===== src/rtl/mem_pkg.sv =====
// Shared types and constants for the memory arbiter slice.
//   arb_state_t : arbiter FSM state as seen on the 'state' port
//   arb_owner_t : requester that holds, or last held, the memory port
//   MASK_*      : byte-mask constants for the 16-bit memory bus
//   TMR_W       : width of the BUSY timeout counter and its limit
//   pick_owner  : arbitration rule for one IDLE-cycle grant decision
package mem_pkg;

  typedef enum logic [1:0] {
    ARB_IDLE = 2'd0,
    ARB_BUSY = 2'd1,
    ARB_DONE = 2'd2
  } arb_state_t;

  typedef enum logic {
    ARB_FETCH = 1'b0,
    ARB_LSU   = 1'b1
  } arb_owner_t;

  localparam logic [1:0] MASK_NONE = 2'b00;
  localparam logic [1:0] MASK_ALL  = 2'b11;

  localparam int unsigned TMR_W = 16;

  // A lone requester always wins. On a tie, round-robin hands the port to
  // whoever was not granted last; fixed priority always favours the LSU.
  function automatic arb_owner_t pick_owner(input logic       f_req,
                                            input logic       l_req,
                                            input arb_owner_t last,
                                            input logic       rr_en);
    arb_owner_t sel;
    if (f_req && !l_req)      sel = ARB_FETCH;
    else if (l_req && !f_req) sel = ARB_LSU;
    else if (rr_en)           sel = (last == ARB_FETCH) ? ARB_LSU : ARB_FETCH;
    else                      sel = ARB_LSU;
    return sel;
  endfunction

endpackage


===== src/rtl/mem_arbiter_if.sv =====
// Memory-side bus of the arbiter.
//   master : arbiter side  (drives mem_req/addr/data_out/mask/write,
//                           receives mem_data_in/mem_valid)
//   slave  : memory side   (the reverse)
interface mem_arbiter_if;
  logic        mem_req;
  logic [31:0] mem_addr;
  logic [15:0] mem_data_out;
  logic [1:0]  mem_mask;
  logic        mem_write;
  logic [15:0] mem_data_in;
  logic        mem_valid;

  modport master (
    output mem_req, mem_addr, mem_data_out, mem_mask, mem_write,
    input  mem_data_in, mem_valid
  );

  modport slave (
    input  mem_req, mem_addr, mem_data_out, mem_mask, mem_write,
    output mem_data_in, mem_valid
  );
endinterface


===== src/rtl/mem_arb_timer.sv =====
// BUSY-phase timeout counter for mem_arbiter.
//   clk, reset : clock and synchronous active-high reset
//   clear      : restart the count from zero (asserted on every grant)
//   enable     : count this cycle (asserted only while BUSY)
//   limit      : number of enabled cycles until expiry; 0 disables expiry
//   expired    : high during the enabled cycle that reaches the limit
module mem_arb_timer
  import mem_pkg::*;
(
  input  logic             clk,
  input  logic             reset,
  input  logic             clear,
  input  logic             enable,
  input  logic [TMR_W-1:0] limit,
  output logic             expired
);

  logic [TMR_W-1:0] count;

  always_ff @(posedge clk) begin
    if (reset || clear) count <= '0;
    else if (enable)    count <= count + 1'b1;
  end

  // count holds the number of completed enabled cycles, so the cycle in
  // which count == limit-1 is the limit-th one.
  assign expired = enable && (limit != '0) && (count == limit - 1'b1);

endmodule


===== src/rtl/mem_arbiter.sv =====
// Two-requester memory arbiter: instruction fetch (read-only) and LSU
// share a single 16-bit memory port, one transaction at a time.
//   clk, reset            : clock and synchronous active-high reset
//   f_req/f_addr          : fetch request, held until f_valid
//   f_rdata/f_valid/f_err : fetch response (valid is a 1-cycle pulse)
//   l_req/l_addr/l_wdata/l_mask/l_write : LSU request
//   l_rdata/l_valid/l_err : LSU response
//   mem                   : memory bus (mem_arbiter_if.master)
//   state, owner          : FSM state and current/last grant owner
// Parameter TIMEOUT_CYCLES: BUSY cycles without mem_valid before an error
// response (0 disables the timeout).
// Build option MEM_ARB_ROUND_ROBIN_EN: alternate grants on simultaneous
// requests; otherwise the LSU always wins a tie.
module mem_arbiter
  import mem_pkg::*;
#(
  parameter int unsigned TIMEOUT_CYCLES = 255
) (
  input  logic          clk,
  input  logic          reset,
  input  logic          f_req,
  input  logic [31:0]   f_addr,
  output logic [15:0]   f_rdata,
  output logic          f_valid,
  output logic          f_err,
  input  logic          l_req,
  input  logic [31:0]   l_addr,
  input  logic [15:0]   l_wdata,
  input  logic [1:0]    l_mask,
  input  logic          l_write,
  output logic [15:0]   l_rdata,
  output logic          l_valid,
  output logic          l_err,
  mem_arbiter_if.master mem,
  output arb_state_t    state,
  output arb_owner_t    owner
);

`ifdef MEM_ARB_ROUND_ROBIN_EN
  localparam logic RR_EN = 1'b1;
`else
  localparam logic RR_EN = 1'b0;
`endif

  localparam logic [TMR_W-1:0] LIMIT = TMR_W'(TIMEOUT_CYCLES);

  logic       grant;
  logic       busy;
  logic       expired;
  arb_owner_t next_owner;

  assign grant      = (state == ARB_IDLE) && (f_req || l_req);
  assign busy       = (state == ARB_BUSY);
  assign next_owner = pick_owner(f_req, l_req, owner, RR_EN);

  mem_arb_timer u_timer (
    .clk     (clk),
    .reset   (reset),
    .clear   (grant),
    .enable  (busy),
    .limit   (LIMIT),
    .expired (expired)
  );

  always_ff @(posedge clk) begin
    if (reset) begin
      state            <= ARB_IDLE;
      owner            <= ARB_FETCH;
      mem.mem_req      <= 1'b0;
      mem.mem_write    <= 1'b0;
      mem.mem_addr     <= '0;
      mem.mem_data_out <= '0;
      mem.mem_mask     <= MASK_NONE;
      f_rdata          <= '0;
      l_rdata          <= '0;
      f_valid          <= 1'b0;
      f_err            <= 1'b0;
      l_valid          <= 1'b0;
      l_err            <= 1'b0;
    end else begin
      f_valid <= 1'b0;
      f_err   <= 1'b0;
      l_valid <= 1'b0;
      l_err   <= 1'b0;

      unique case (state)
        ARB_IDLE: begin
          if (grant) begin
            owner       <= next_owner;
            mem.mem_req <= 1'b1;
            if (next_owner == ARB_LSU) begin
              mem.mem_addr     <= l_addr;
              mem.mem_data_out <= l_wdata;
              mem.mem_mask     <= l_mask;
              mem.mem_write    <= l_write;
            end else begin
              mem.mem_addr     <= f_addr;
              mem.mem_data_out <= '0;
              mem.mem_mask     <= MASK_ALL;
              mem.mem_write    <= 1'b0;
            end
            state <= ARB_BUSY;
          end
        end

        ARB_BUSY: begin
          // A completion in the limit cycle takes precedence over the timeout.
          if (mem.mem_valid || expired) begin
            mem.mem_req   <= 1'b0;
            mem.mem_write <= 1'b0;
            if (owner == ARB_LSU) begin
              l_rdata <= mem.mem_valid ? mem.mem_data_in : 16'h0000;
              l_valid <= 1'b1;
              l_err   <= !mem.mem_valid;
            end else begin
              f_rdata <= mem.mem_valid ? mem.mem_data_in : 16'h0000;
              f_valid <= 1'b1;
              f_err   <= !mem.mem_valid;
            end
            state <= ARB_DONE;
          end
        end

        ARB_DONE: state <= ARB_IDLE;

        default:  state <= ARB_IDLE;
      endcase
    end
  end

endmodule


===== src/flat_wrapper.sv =====
// flat-port wrapper written by rule: the top's interface ports become plain ports
module mem_arbiter_flat import mem_pkg::*;
#(
  parameter int unsigned TIMEOUT_CYCLES = 255
)
  (clk, reset, f_req, f_addr, f_rdata, f_valid, f_err, l_req, l_addr, l_wdata, l_mask, l_write, l_rdata, l_valid, l_err, state, owner, mem_mem_req, mem_mem_addr, mem_mem_data_out, mem_mem_mask, mem_mem_write, mem_mem_data_in, mem_mem_valid);
  mem_arbiter_if mem_i ();
  input  logic clk;
  input  logic reset;
  input  logic f_req;
  input  logic [31:0] f_addr;
  output logic [15:0] f_rdata;
  output logic f_valid;
  output logic f_err;
  input  logic l_req;
  input  logic [31:0] l_addr;
  input  logic [15:0] l_wdata;
  input  logic [1:0] l_mask;
  input  logic l_write;
  output logic [15:0] l_rdata;
  output logic l_valid;
  output logic l_err;
  output arb_state_t state;
  output arb_owner_t owner;
  output wire logic [$bits(mem_i.mem_req)-1:0] mem_mem_req;
  output wire logic [$bits(mem_i.mem_addr)-1:0] mem_mem_addr;
  output wire logic [$bits(mem_i.mem_data_out)-1:0] mem_mem_data_out;
  output wire logic [$bits(mem_i.mem_mask)-1:0] mem_mem_mask;
  output wire logic [$bits(mem_i.mem_write)-1:0] mem_mem_write;
  input wire logic [$bits(mem_i.mem_data_in)-1:0] mem_mem_data_in;
  input wire logic [$bits(mem_i.mem_valid)-1:0] mem_mem_valid;
  assign mem_mem_req = mem_i.mem_req;
  assign mem_mem_addr = mem_i.mem_addr;
  assign mem_mem_data_out = mem_i.mem_data_out;
  assign mem_mem_mask = mem_i.mem_mask;
  assign mem_mem_write = mem_i.mem_write;
  assign mem_i.mem_data_in = mem_mem_data_in;
  assign mem_i.mem_valid = mem_mem_valid;
  mem_arbiter #(.TIMEOUT_CYCLES(TIMEOUT_CYCLES)) u_core (.clk(clk), .reset(reset), .f_req(f_req), .f_addr(f_addr), .f_rdata(f_rdata), .f_valid(f_valid), .f_err(f_err), .l_req(l_req), .l_addr(l_addr), .l_wdata(l_wdata), .l_mask(l_mask), .l_write(l_write), .l_rdata(l_rdata), .l_valid(l_valid), .l_err(l_err), .mem(mem_i), .state(state), .owner(owner));
endmodule

===== config.mk =====
export PLATFORM = sky130hd
export DESIGN_NAME = mem_arbiter_flat
export DESIGN_NICKNAME = d
export VERILOG_FILES = /design/src/rtl/mem_pkg.sv /design/src/rtl/mem_arbiter_if.sv /design/src/rtl/mem_arb_timer.sv /design/src/rtl/mem_arbiter.sv /design/src/flat_wrapper.sv
export SDC_FILE = /design/constraint.sdc
export NUM_CORES = 1
export LEC_CHECK = 0
export BUFFER_PORTS_ARGS = -buffer_cell sky130_fd_sc_hd__buf_2
export CAP_MARGIN = 20
export CORE_ASPECT_RATIO = 0.75
export CORE_MARGIN = 10
export CORE_UTILIZATION = 45
export DETAILED_ROUTE_END_ITERATION = 16
export HOLD_SLACK_MARGIN = 0.08
export PLACE_DENSITY = 0.77
export SKIP_LAST_GASP = 1
export SLEW_MARGIN = 20
export SYNTH_ARGS = -nofsm -noshare
export SYNTH_HDL_FRONTEND = slang
export SYNTH_SLANG_ARGS = --single-unit

===== constraint.sdc =====
create_clock -name clk -period 1.7 [get_ports clk]
set_input_delay 0.34 -clock clk [delete_from_list [all_inputs] [get_ports clk]]
set_output_delay 0.34 -clock clk [all_outputs]
set_load 0.05 [all_outputs]

==> flow_metrics.py, run 1 <==
metrics = {
    "run_status": {
        "outcome": "completed",
    },
    "hold_path": {
        "hold-path-endpoint": "u_core.mem.mem_data_out[6]",
        "worstHoldStart": "l_wdata[6]",
        "min_path_type": "in -> reg",
        "holdPathStages": 2,
    },
    "clock_network": {
        "clk_pin_slew_ns": 0.07,
        "cts_tree": "built",
        "cts_made_buffers": 9,
        "cts_buffer_depth": 2,
        "clock-root-buffer": "clkbuf_16",
        "ctsHtreeMaxLevel": 3,
        "clkSinkCount": 107,
        "clk-insertion-delay-late_ns": 0.35,
    },
    "placed_design": {
        "dp_worst_setup_slack_ns": -0.0869,
        "dp_hpwl_um": 11300,
        "gp_routability_congestion": 0.825,
        "portBuffers": 194,
    },
    "cells_and_area": {
        "regArea_mm2": 0.00214,
        "final_cell_mix": "buf_2 (194), dfxtp_1 (105), nor2_1 (46)",
        "drive_above_1_share_pct": 34.7,
        "fin_nets": 815,
        "area_growth_pct": 30.0,
        "final_common_cell": "buf_2",
        "fillers": 896,
        "antenna_cells": 0,
        "multiInputGateArea_mm2": 0.00239,
        "final_core_util_pct": 60.1,
    },
    "grt": {
        "grt_pass1_vias": 4371,
        "grt_remaining_overflow": 0,
        "gr-usage-met3_pct": 5.17,
        "grt_use_total_pct": 17.6,
        "top_usage_layer": "met2",
        "grt.met2_usage_pct": 28.5,
        "use_met1_pct": 22.7,
        "antenna_found_initial": 1,
        "grt_max_degree": 68,
        "grt_first_pass_wirelength_um": 22300,
    },
    "critical_path": {
        "cpLargestDelayFamily": "flip-flops",
        "crit_fanout": 9,
        "crit_arrival_ns": 1.31,
        "startpoint": "u_core.owner",
        "timing.rr.end": "u_core.l_rdata[7]",
        "crit_chain": "buf_2",
        "r2r_slack_ns": 0.15,
        "crit_path_end_kind": "primary output",
        "ff2ff_path_depth": 7,
        "crit_path_start_kind": "flop",
        "max_stage_delay_ns": 0.60,
        "critPathBufInv": 1,
        "worstSetupPathType": "reg -> out",
        "required_ns": 1.36,
        "crit_slowest_cell": "dfxtp_1",
        "rr_startpoint": "u_core.u_timer.count[0]",
    },
    "floorplanning": {
        "rows": 32,
        "dieWidth_um": 139,
        "start_util_pct": 46.2,
        "io_pins": 195,
        "core_area_mm2": 0.0103,
        "dieArea_mm2": 0.0152,
        "fp.dieH_um": 109,
    },
    "timing": {
        "rsz0062_at_grt": "yes",
        "fin_skew_ns": 0.00756,
        "setup_violations": 0,
        "final.period_utilization_pct": 96.9,
        "hold_viol_final": 0,
        "maxSlewHeadroom_pct": 56.7,
        "worst_slack_ns": 0.0532,
        "tightest_slew_ns": 0.648,
        "clock.fmax_ghz": 0.607,
        "setup_tns_ns": 0,
        "period_needed_ns": 1.65,
        "final_max_slew_viol_count": 0,
    },
    "synth": {
        "syn_nets": 637,
        "netlist_area_mm2": 0.00477,
        "synthTopCellsByArea": "dfxtp_1 (45%), mux2i_1 (6.7%), a211oi_1 (5.2%)",
        "synth_top_flop_cell": "dfxtp_1",
        "yosysUniqueCellTypes": 48,
        "yosysWarnings": 0,
        "syn_inst": 531,
        "synth_top_area_cell": "dfxtp_1",
        "syn_area_per_cell_um2": 8.99,
        "synth_top_area_share_pct": 44.9,
        "ys_ff_latch": 107,
        "synth-seq-area-share_pct": 44.9,
        "synthArstFlopShare_pct": 0,
        "synth_edf_count": 0,
    },
    "drt": {
        "routed_wl_um": 14900,
        "drt-initial-drc-count": 423,
        "wl_per_cell_um": 17.5,
        "via_per_inst": 5.49,
        "vias": 4663,
        "route.detailed.drc": 0,
        "ant_nets": 0,
        "firstDrtPassIters": 5,
    },
    "job": {
        "cap_viol_max_count": 0,
    },
    "power_and_ir_drop": {
        "ir_drop_mv": 0.734,
        "power.density_mw_per_mm2": 1080,
        "leakagePower_nw": 2.70,
    },
}
## state kept, by name, indices dropped and copies added, names as in the netlist, 2 cells and up
signal,flops
u_core.f_rdata,16
u_core.l_rdata,16
u_core.mem.mem_addr,32
u_core.mem.mem_data_out,16
u_core.mem.mem_mask,2
u_core.state,2
u_core.u_timer.count,16
## layer usage
| metal | part of all wire [%] | up-vias |
|---|---|---|
| li1 | - | 2280 |
| met1 | 41 | 2189 |
| met2 | 50 | 181 |
| met3 | 7.3 | 11 |
| met4 | 0.74 | 2 |
| met5 | 0.087 | - |
## how the worst max path moves through the flow
| stage | to | slack [ns] | cells past startpoint |
|---|---|---|---|
| after global placement | u_core.mem.mem_data_out[3] | -0.03 | 4 |
| after CTS | u_core.l_rdata[7] | 0.02 | 5 |
| after detailed placement | u_core.mem.mem_data_out[8] | -0.09 | 4 |
| after global routing | u_core.l_rdata[0] | -0.009 | 7 |
| final | owner | 0.05 | 1 |
| after floorplan | u_core.u_timer.count[14] | 0.18 | 5 |
## synth_stat cells, drive strengths merged, types with 6 or more instances
master  instances
clkbuf         24
a22o           16
nand2          39
mux2i          32
nor2b          37
xor2            8
a21oi           8
o21ai          39
dfxtp         107
buf            22
a31oi          33
or3             6
nor2           48
nand3          24
a211oi         33
nand4          23
## layout make-up
cell class / count / area share, %
Multi-Input combinational cell: 375 / 38.5
Sequential cell: 107 / 34.6
Timing Repair Buffer: 214 / 18.9
Clock buffer: 9 / 3.63
Tap cell: 136 / 2.74
Clock inverter: 7 / 1.49
Inverter: 2 / 0.121
## cells by family after synthesis
logic type	Yosys count	synth area share, %
compound gates	136	18.4
mux	32	6.71
xor+xnor	9	1.65
fa+ha+maj	2	0.524
flops	107	44.9
buf+inv	49	5.35
simple gates	196	22.5
## power breakdown
group	switching, W	internal, W
sequential	0.000124	0.00270
combinational	0.00121	0.000488
clock	0.000989	0.00118
total	0.00233	0.00437
## metrics by stage
step                hold WS, ns  total power, W  instance area, um^2  std cells
floorplan                 0.458         0.00407                 4770        531
global placement          0.459         0.00453                 5860        834
detailed placement        0.462         0.00457                 5860        834
CTS                       0.184         0.00676                 6190        850
global route              0.192         0.00696                 6210        850
finish                    0.199         0.00670                 6210        850
## what timing repair did
action                                  CTS  global route
resized for setup                         3             7
buffers inserted                          0             0
hold buffers                              0             0
cloned                                    0             0
endpoints found under the setup margin   16            31
Power figures use the tool's default switching activity.
==> run 2: changes to the inputs <==
RECOVER_POWER = 25   (was default)
==> flow_metrics.py, run 2 (same netlist as run 1, synthesis figures left out) <==
metrics = {
    "timing": {
        "rsz0062_at_grt": "yes",
        "final_max_slew_viol_count": 0,
        "hold_viol_final": 0,
        "period_needed_ns": 1.63,
        "tightest_slew_ns": 0.637,
        "setup_violations": 0,
        "fin_hold_ws_ns": 0.199,
        "maxSlewHeadroom_pct": 57.5,
        "fin_skew_ns": 0.00749,
        "final.period_utilization_pct": 96.2,
        "worst_slack_ns": 0.0654,
        "clock.fmax_ghz": 0.612,
    },
    "critical_path": {
        "max_stage_delay_ns": 0.60,
        "crit_path_start_kind": "flop",
        "crit_path_end_kind": "primary output",
        "endpoint": "owner",
        "critPathBufInv": 1,
        "r2r_slack_ns": 0.16,
        "required_ns": 1.36,
        "timing.rr.end": "u_core.mem.mem_addr[21]",
        "rr_startpoint": "u_core.state[1]",
        "crit_arrival_ns": 1.29,
        "ff2ff_path_depth": 5,
        "cp.depth": 1,
        "cpLargestDelayFamily": "flip-flops",
        "crit_chain": "buf_2",
        "worstSetupPathType": "reg -> out",
        "crit_slowest_cell": "dfxtp_1",
        "startpoint": "u_core.owner",
        "crit_fanout": 9,
    },
    "grt": {
        "grt_remaining_overflow": 0,
        "grt_max_degree": 68,
        "antenna_found_initial": 1,
        "grt_use_total_pct": 17.6,
        "grt_pass1_vias": 4371,
        "grt_first_pass_wirelength_um": 22300,
    },
    "drt": {
        "drt-initial-drc-count": 362,
        "routed_wl_um": 15000,
        "drt-met1-wl_um": 6400,
        "wl_per_cell_um": 17.6,
        "dr_wl_met3_um": 974,
        "via_per_inst": 5.47,
        "met2WireLength_um": 7480,
        "route.detailed.drc": 0,
        "highest_layer": "met5",
        "vias": 4646,
        "firstDrtPassIters": 5,
        "ant_nets": 0,
    },
    "floorplanning": {
        "start_util_pct": 46.2,
        "fp.dieH_um": 109,
        "dieWidth_um": 139,
        "core_area_mm2": 0.0103,
        "rows": 32,
        "dieArea_mm2": 0.0152,
        "io_pins": 195,
    },
    "cells_and_area": {
        "final_common_cell": "buf_2",
        "stdcell_area_mm2": 0.00614,
        "largest_reg_flops": 32,
        "largest-register": "u_core.mem.mem_addr",
        "instances_no_fill": 850,
        "fin_nets": 815,
        "antenna_cells": 0,
        "fillers": 922,
        "final_cell_mix": "buf_2 (145), dfxtp_1 (105), clkbuf_1 (49)",
        "area_growth_pct": 28.8,
        "final_core_util_pct": 59.5,
        "drive_above_1_share_pct": 27.9,
    },
    "clock_network": {
        "ctsHtreeMaxLevel": 3,
        "clk-insertion-delay-late_ns": 0.34,
        "clock-root-buffer": "clkbuf_16",
        "cts_buffer_depth": 2,
        "cts_hold_buf": 0,
        "clkSinkCount": 107,
        "clk_pin_slew_ns": 0.07,
        "cts_tree": "built",
        "cts_made_buffers": 9,
    },
    "power_and_ir_drop": {
        "ir_drop_mv": 0.728,
        "power.density_mw_per_mm2": 1090,
        "leakagePower_nw": 2.51,
    },
    "job": {
        "cap_viol_max_count": 0,
    },
    "run_status": {
        "outcome": "completed",
    },
    "placed_design": {
        "dpl.cell_count": 834,
        "dp_worst_setup_slack_ns": -0.0869,
        "gp_routability_congestion": 0.825,
        "placed_area_mm2": 0.00586,
        "dp_hpwl_um": 11300,
        "portBuffers": 194,
    },
    "hold_path": {
        "min_path_type": "in -> reg",
    },
}
==> run 2: cell count changes in the layout (fill, tap and decap cells not counted) <==
| cell | delta |
|---|---|
| buf_2 | -49 |
| clkbuf_1 | +49 |
==> run 2: worst min path at each step <==
stage | from | to | cells after the start
6_report | l_wdata[13] | u_core.mem.mem_data_out[13] | 2
5_1_grt | l_wdata[11] | u_core.mem.mem_data_out[11] | 2
4_1_cts | l_wdata[13] | u_core.mem.mem_data_out[13] | 2
3_5_place_dp | u_core.mem.mem_data_out[14] | u_core.mem.mem_data_out[14] | 1
3_3_place_gp | u_core.mem.mem_data_out[0] | u_core.mem.mem_data_out[0] | 1
2_1_floorplan | u_core.u_timer.count[0] | u_core.u_timer.count[0] | 2
==> run 2: metrics by stage <==
| step | setup TNS [ns] | total power [W] |
|---|---|---|
| after global placement | -0.491 | 0.00453 |
| after detailed placement | -1.23 | 0.00457 |
| final | 0 | 0.00668 |
| after CTS | 0 | 0.00676 |
| after global routing | -0.00881 | 0.00694 |
| after floorplan | 0 | 0.00407 |
==> run 2: repair_timing <==
action                     in CTS  in global routing
setup endpoints to repair      16                 31
setup buffers                   0                  0
resized for setup               3                  7
==> run 2: area by class of cell <==
| class | instances | area, um^2 | share of cell area [%] |
|---|---|---|---|
| flip-flops and latches | 107 | 2140 | 34.9 |
| repair buffers | 214 | 1110 | 18.1 |
| well taps | 136 | 170 | 2.77 |
| clock buffers | 9 | 225 | 3.67 |
| clock inverters | 7 | 92.6 | 1.51 |
| inverters | 2 | 7.51 | 0.122 |
| multi-input cells | 375 | 2390 | 38.9 |
==> run 2: power breakdown <==
| group | switching, W | leakage, nW | internal, W | total [W] |
|---|---|---|---|---|
| sequential | 0.000127 | 0.877 | 0.00270 | 0.00283 |
| clock | 0.000995 | 0.156 | 0.00118 | 0.00218 |
| combinational | 0.00122 | 1.48 | 0.000456 | 0.00167 |
==> run 2: per-layer routing <==
layer / up-vias / track usage (%)
li1: 2278 / -
met1: 2195 / 22.7
met2: 158 / 28.5
met3: 13 / 5.17
met4: 2 / 4.46
met5: - / 0
==> run 3: changes to the inputs <==
clock period = 2.07 ns   (was 1.7 ns; I/O delays follow)
==> flow_metrics.py, run 3 (same netlist as run 1, synthesis figures left out) <==
metrics = {
    "critical_path": {
        "required_ns": 2.28,
        "worstSetupPathType": "reg -> reg",
        "crit_path_end_kind": "flop",
        "crit_fanout": 19,
        "cpLargestDelayFamily": "simple AND/OR/NAND/NOR gates",
        "max_stage_delay_ns": 0.39,
        "crit_slowest_cell": "dfxtp_1",
        "crit_path_start_kind": "flop",
        "critPathBufInv": 1,
        "crit_arrival_ns": 1.98,
        "crit_chain": "nor4_4, nand4_4, buf_4, o21ai_0, a31oi_1",
    },
    "cells_and_area": {
        "final_cell_mix": "buf_2 (145), dfxtp_1 (107), clkbuf_1 (49)",
        "largest-register": "u_core.mem.mem_addr",
        "fin_nets": 810,
        "area_growth_pct": 26.8,
        "drive_above_1_share_pct": 26.7,
        "largest_reg_flops": 32,
        "stdcell_area_mm2": 0.00605,
        "antenna_cells": 0,
        "final_common_cell": "buf_2",
    },
    "clock_network": {
        "cts_buffer_depth": 2,
        "clock-root-buffer": "clkbuf_16",
        "clk-insertion-delay-late_ns": 0.35,
        "postCtsSetupBuffers": 0,
        "cts_made_buffers": 9,
        "cts_tree": "built",
        "cts_resized": 0,
        "clkSinkCount": 107,
        "cts_hold_buf": 0,
        "clk_pin_slew_ns": 0.08,
        "ctsHtreeMaxLevel": 3,
    },
    "grt": {
        "grt_max_degree": 70,
        "antenna_found_initial": 1,
        "grt_remaining_overflow": 0,
        "grt_pass1_vias": 4484,
        "grt_first_pass_wirelength_um": 23200,
        "grt_use_total_pct": 18.3,
    },
    "timing": {
        "clock.fmax_ghz": 0.566,
        "setup_tns_ns": 0,
        "final_max_slew_viol_count": 0,
        "setup_violations": 0,
        "tightest_slew_ns": 0.667,
        "hold_viol_final": 0,
        "final.period_utilization_pct": 85.3,
        "fin_hold_ws_ns": 0.269,
        "maxSlewHeadroom_pct": 55.7,
        "period_needed_ns": 1.77,
        "rsz0062_at_grt": "no",
        "fin_skew_ns": 0.0106,
    },
    "drt": {
        "routed_wl_um": 15000,
        "via_per_inst": 5.53,
        "firstDrtPassIters": 6,
        "wl_per_cell_um": 17.8,
        "drt-initial-drc-count": 470,
        "vias": 4670,
        "ant_nets": 0,
        "route.detailed.drc": 0,
    },
    "power_and_ir_drop": {
        "pwr-share-comb_pct": 25.4,
        "p_sw_w": 0.00194,
        "power.density_mw_per_mm2": 886,
        "pwr-share-seq_pct": 43.3,
        "intPower_w": 0.00343,
        "pwr-share-clk_pct": 31.3,
        "leakagePower_nw": 2.46,
        "ir_drop_mv": 0.503,
        "switching_share_pct": 36.1,
    },
    "placed_design": {
        "gp_routability_congestion": 0.818,
        "portBuffers": 194,
        "placed_area_mm2": 0.00582,
        "dp_hpwl_um": 11200,
    },
    "hold_path": {
        "min_path_type": "in -> reg",
    },
    "floorplanning": {
        "dieArea_mm2": 0.0152,
        "start_util_pct": 46.2,
        "core_area_mm2": 0.0103,
        "fp.dieH_um": 109,
        "dieWidth_um": 139,
        "io_pins": 195,
        "rows": 32,
    },
    "job": {
        "cap_viol_max_count": 0,
    },
    "run_status": {
        "outcome": "completed",
    },
}
run 3: metal layers:
metal | part of all wire (%) | track usage (%) | vias up
met5 | 0.086 | 0 | -
met4 | 1.3 | 5.05 | 2
li1 | - | - | 2269
met1 | 43 | 23.0 | 2179
met3 | 7.6 | 5.91 | 22
met2 | 48 | 29.6 | 198
run 3: layout make-up:
type                            count  area (um^2)
Clock buffer                        9          225
Clock inverter                      7         65.1
Fill cell                         922         4280
Inverter                            2         7.51
Multi-Input combinational cell    375         2380
Sequential cell                   107         2140
Tap cell                          136          170
Timing Repair Buffer              209         1060
run 3: power by group through the flow:
stage,logic [W],clock network (W),registers (W)
2_1_floorplan,0.000447,0,0.00289
3_3_place_gp,0.00136,0,0.00236
3_5_place_dp,0.00139,0,0.00236
4_1_cts,0.00139,0.00170,0.00232
5_1_grt,0.00145,0.00179,0.00234
6_report,0.00136,0.00168,0.00232
run 3: stage by stage:
step           utilization (%)  total power, W  setup WS, ns  std cells
6_report                  58.6         0.00537         0.305        845
5_1_grt                   58.6         0.00558         0.137        845
4_1_cts                   59.2         0.00542         0.316        845
3_5_place_dp              56.4         0.00375         0.351        829
3_3_place_gp              56.4         0.00372         0.385        829
2_1_floorplan                -         0.00334         0.348        531
run 3: final timing paths:
| check | start | endpoint | slack, ns | depth (start not counted) |
|---|---|---|---|---|
| setup / recovery | u_core.u_timer.count[8] | u_core.l_rdata[8] | 0.30 | 5 |
| hold / removal | l_wdata[5] | u_core.mem.mem_data_out[5] | 0.27 | 2 |
| setup reg to reg | u_core.u_timer.count[8] | u_core.l_rdata[8] | 0.30 | 5 |
| hold reg to reg | u_core.mem.mem_data_out[12] | u_core.mem.mem_data_out[12] | 0.49 | 1 |
